`src/rtl/serial_adder_pkg.sv`:
```
// rtl/serial_adder_pkg.sv - shared constants and state type for the serial adder
package serial_adder_pkg;

  localparam int DEFAULT_WIDTH = 8;

  localparam logic [1:0] IDLE  = 2'd0;
  localparam logic [1:0] SHIFT = 2'd1;
  localparam logic [1:0] DONE  = 2'd2;

  typedef enum logic [1:0] {
    S_IDLE  = IDLE,
    S_SHIFT = SHIFT,
    S_DONE  = DONE
  } state_e;

endpackage

```
`src/rtl/Full_adder.sv`:
```
// rtl/Full_adder.sv - one-bit full adder cell
module Full_adder (
  input  logic a,
  input  logic b,
  input  logic carry_in,
  output logic sum,
  output logic carry
);

  // Sum and carry of three one-bit inputs
  always_comb begin
    sum   = a ^ b ^ carry_in;
    carry = (a & b) | (a & carry_in) | (b & carry_in);
  end

endmodule

```
`src/rtl/serial_adder.sv`:
```
// rtl/serial_adder.sv - bit-serial unsigned adder, one bit per clock, LSB first
module serial_adder
  import serial_adder_pkg::*;
#(
  parameter int WIDTH = DEFAULT_WIDTH
) (
  input  logic             clk,
  input  logic             rst,
  input  logic             start,
  input  logic [WIDTH-1:0] a,
  input  logic [WIDTH-1:0] b,
  input  logic             carry_in,
  output logic             busy,
  output logic             done,
  output logic [WIDTH-1:0] sum,
  output logic             carry_out
);

  localparam int CW = $clog2(WIDTH);
  localparam logic [CW-1:0] LAST_BIT = CW'(WIDTH - 1);

  state_e           state_q, state_d;
  logic [CW-1:0]    cnt_q, cnt_d;
  logic [WIDTH-1:0] opa_q, opa_d;
  logic [WIDTH-1:0] opb_q, opb_d;
  logic             creg_q, creg_d;
  logic [WIDTH-1:0] sreg_q, sreg_d;
  logic [WIDTH-1:0] sum_q, sum_d;
  logic             cout_q, cout_d;
  logic             busy_q, busy_d;
  logic             done_q, done_d;

  logic             cell_sum;
  logic             cell_carry;

  Full_adder u_cell (
    .a        (opa_q[0]),
    .b        (opb_q[0]),
    .carry_in (creg_q),
    .sum      (cell_sum),
    .carry    (cell_carry)
  );

  // Next-state logic: operand capture, per-bit shift, result publication
  always_comb begin
    state_d = state_q;
    cnt_d   = cnt_q;
    opa_d   = opa_q;
    opb_d   = opb_q;
    creg_d  = creg_q;
    sreg_d  = sreg_q;
    sum_d   = sum_q;
    cout_d  = cout_q;
    case (state_q)
      S_IDLE: begin
        if (start) begin
          opa_d   = a;
          opb_d   = b;
          creg_d  = carry_in;
          cnt_d   = '0;
          state_d = S_SHIFT;
        end
      end
      S_SHIFT: begin
        opa_d  = opa_q >> 1;
        opb_d  = opb_q >> 1;
        creg_d = cell_carry;
        sreg_d = {cell_sum, sreg_q[WIDTH-1:1]};
        cnt_d  = cnt_q + CW'(1);
        if (cnt_q == LAST_BIT) begin
          // Last bit: the completed word goes straight to the result register
          sum_d   = {cell_sum, sreg_q[WIDTH-1:1]};
          cout_d  = cell_carry;
          state_d = S_DONE;
        end
      end
      S_DONE: begin
        state_d = S_IDLE;
      end
      default: begin
        state_d = S_IDLE;
      end
    endcase
    busy_d = (state_d != S_IDLE);
    done_d = (state_d == S_DONE);
  end

  // State register with synchronous reset that overrides any operation in flight
  always_ff @(posedge clk) begin
    if (rst) begin
      state_q <= S_IDLE;
      cnt_q   <= '0;
      opa_q   <= '0;
      opb_q   <= '0;
      creg_q  <= 1'b0;
      sreg_q  <= '0;
      sum_q   <= '0;
      cout_q  <= 1'b0;
      busy_q  <= 1'b0;
      done_q  <= 1'b0;
    end else begin
      state_q <= state_d;
      cnt_q   <= cnt_d;
      opa_q   <= opa_d;
      opb_q   <= opb_d;
      creg_q  <= creg_d;
      sreg_q  <= sreg_d;
      sum_q   <= sum_d;
      cout_q  <= cout_d;
      busy_q  <= busy_d;
      done_q  <= done_d;
    end
  end

  assign busy      = busy_q;
  assign done      = done_q;
  assign sum       = sum_q;
  assign carry_out = cout_q;

endmodule

```
`config.mk`:
```
export PLATFORM = sky130hd
export DESIGN_NAME = serial_adder
export DESIGN_NICKNAME = d
export VERILOG_FILES = /design/src/rtl/serial_adder_pkg.sv /design/src/rtl/Full_adder.sv /design/src/rtl/serial_adder.sv
export SDC_FILE = /design/constraint.sdc
export NUM_CORES = 1
export LEC_CHECK = 0
export CAP_MARGIN = 20
export CORE_MARGIN = 2
export CORE_UTILIZATION = 55
export DETAILED_ROUTE_END_ITERATION = 10
export PLACE_DENSITY_LB_ADDON = 0.25
export SLEW_MARGIN = 5
export SYNTH_ARGS = -nofsm -noshare
export SYNTH_HDL_FRONTEND = slang
export SYNTH_SLANG_ARGS = --single-unit
```
`constraint.sdc`:
```
create_clock -name clk -period 4 [get_ports clk]
set_clock_uncertainty 0.1 [all_clocks]
set_input_delay 0.8 -clock clk [delete_from_list [all_inputs] [get_ports clk]]
set_output_delay 0.8 -clock clk [all_outputs]
set_load 0.02 [all_outputs]
```
==> summary.md <==
| Metric | Value |
|---|---|
| Critical Path AT | 1.30 ns |
| Htree depth | 2 |
| Register bit count reported by yosys | 40 |
| Initial antenna violation count | 0 |
| Slowest cell on crit path | clkdlybuf4s50_1 |
| Syn_area_per_cell | 9.71 um2 |
| Detailed-placement wirelength estimate | 2.02 mm |
| Post-Syn Nets | 196 |
| Synth top area cells | dfxtp_1 (48%), a211oi_2 (11%), mux2i_1 (10%) |
| Share of layout cells above drive strength 1 | 13.1% |
| Number of fillers in the final layout | 247 |
| Area added between synthesis and finish | 20.6% |
| Post-synth EDFFs | 0 |
| Gpl congestion | 0.731 |
| Worst Setup Slack, final | 1.80 ns |
| DRC errors left | 0 |
| CP delay by family, top | buffers and inverters |
| Hold_ws | 0.359 ns |
| Die area | 3510 um2 |
| Worst setup SP type | flip-flop |
| Synth async-reset ratio | 0% |
| Starting Density | 56.4% |
| # setup viols final | 0 |
| Post-synth top area share | 47.7% |
| Most common cell after layout, fill and taps aside | dfxtp_1 |
| Post-CTS Resized | 0 |
| Die height | 59.3 um |
| CTS Buf Count | 5 |
| CP Class | flip-flop to output port |
| Most frequent cells in the layout | dfxtp_1 (40), nand2_1 (32), clkdlybuf4s50_1 (30), nor2_1 (23), mux2i_1 (17) |
| RSZ-0062 raised after global routing | false |
| Power Dens Cells | 373 nW/um2 |
| Critical Path RT | 3.10 ns |
| Number of cells on the worst hold path | 2 |
| Final #Nets | 222 |
| Hold_buf cts | 0 |
| Lkg Pwr | 0.747 nW |
| Minimum clock period | 2.20 ns |
| Slew @ Worst Pin | 0.688 ns |
| Initial DRC count | 52 |
| DR vias | 1250 |
| First-pass GRT wire length | 4.78 mm |
| Sequential fraction of the synthesis area | 47.7% |
| Remaining global-route overflow | 0 |
| Clock-pin slew on the worst setup and hold paths | 0.11 ns |
| Detailed Route WL | 2.99 mm |
| WP depth | 1 |
| Period utilisation layout | 55.1% |
| Post-place setup slack | 1.66 ns |
| Gate Count Post-Synth | 173 |
| Chip Width | 59.3 um |
| I/O pin count | 31 |
| Antenna diodes | 0 |
| Setup TNS | 0 ns |
| Pre-antenna DRT Iters | 6 |
| Hold Fails Final Rpt | 0 |
| Pin count of the biggest net entering global routing | 41 |
| Max-slew headroom | 54.1% |
| Post-DR wirelength/cell | 12.9 um |
| CTS root buffer | clkbuf_4 |
| Slew Limit Fails | 0 |
| Max clock buf depth | 2 |
| HP Class | flip-flop to flip-flop |
| Max VDD drop | 0.214 mV |
| Worst R2R Path Depth | 3 |
| Row count | 20 |
| Status | completed |
| Antenna Nets Post-Route | 0 |
| Buffers & Inverters on Critical Path | 1 |
| Synthesis Warnings | 0 |
| Postcts setup bufs | 0 |
| GRT Total Usage | 18.5% |
| Vias in the first global route | 1140 |
| CORE AREA | 2980 um2 |
| Top FF cell, synth | dfxtp_1 |
| Clk_lat worst skew | 0.35 ns |
| Max Clk Rate | 454 MHz |
| Synthesized cell area | 1680 um2 |
| CP max FO | 2 |
| Vias per cell | 5.39 |
| Max_cap viols | 0 |
| Crit-path cells | clkdlybuf4s50_1 |
| Critical path capture point type | output port |
| Port bufs | 30 |
| TritonCTS clock tree | built |
| Max incr delay on CP | 0.61 ns |
| CTS sink count | 40 |
| Post-synth cell types | 23 |
| Post-synth top area cell | dfxtp_1 |
flip-flops by register name, summed over array words and instances (netlist names):
signal	flops
state_q	2
opb_q	8
busy	1
done	1
sreg_q	7
cnt_q	3
creg_q	1
carry_out	1
opa_q	8
sum	8
path summary, 6_finish.rpt:
kind / from / end / slack [ns]
hold reg to reg: sum[4] / sum[4] / 0.36
hold / removal: sum[4] / sum[4] / 0.36
setup / recovery: sum[3] / sum[3] / 1.80
setup reg to reg: state_q[0] / sreg_q[1] / 2.20
routing by layer:
layer	wire length, um	track usage, %	vias up	share of wire (%)
li1	-	-	641	-
met1	1240	20.2	573	41
met2	1560	31.6	29	52
met3	150	7.21	7	5.0
met4	46	7.79	0	1.5
met5	0	0	-	0
per-stage QoR:
stage / power (mW) / instance area, um2 / instances / utilization (%)
detailed placement: 0.535 / 1950 / 224 / 65.4
global route: 0.787 / 2030 / 232 / 68.1
CTS: 0.758 / 2010 / 231 / 67.6
finish: 0.756 / 2030 / 232 / 68.1
global placement: 0.529 / 1950 / 224 / 65.4
floorplan: 0.506 / 1680 / 173 / -
cells in the mapped netlist, types with 2 or more instances:
cell type  number
buf_6           2
nor2_1         23
a22oi_1         4
buf_2           3
ha_1            2
a21oi_1        16
mux2i_1        17
dfxtp_1        40
buf_4           4
clkbuf_1        3
a211oi_2       15
nor3_1          2
nand2_1        32
layout make-up:
class / count / area (um2) / area share [%]
Tap cell: 33 / 41.3 / 2.04
Clock buffer: 7 / 65.1 / 3.21
Timing Repair Buffer: 32 / 323 / 15.9
Multi-Input combinational cell: 119 / 793 / 39.1
Sequential cell: 40 / 801 / 39.5
Inverter: 1 / 3.75 / 0.185
report_power, final:
group / switching, mW / total [mW] / internal [mW]
Clock: 0.129 / 0.229 / 0.0997
Sequential: 0.0140 / 0.431 / 0.417
Combinational: 0.0463 / 0.0964 / 0.0501
Total: 0.189 / 0.756 / 0.566
kinds of logic after synthesis:
family          synth area share [%]
simple gates                    15.0
flops                           47.7
compound gates                  19.4
mux                             10.1
buf+inv                         5.14
fa+ha+maj                       2.68
No activity file was read; power rests on OpenSTA's default activity.
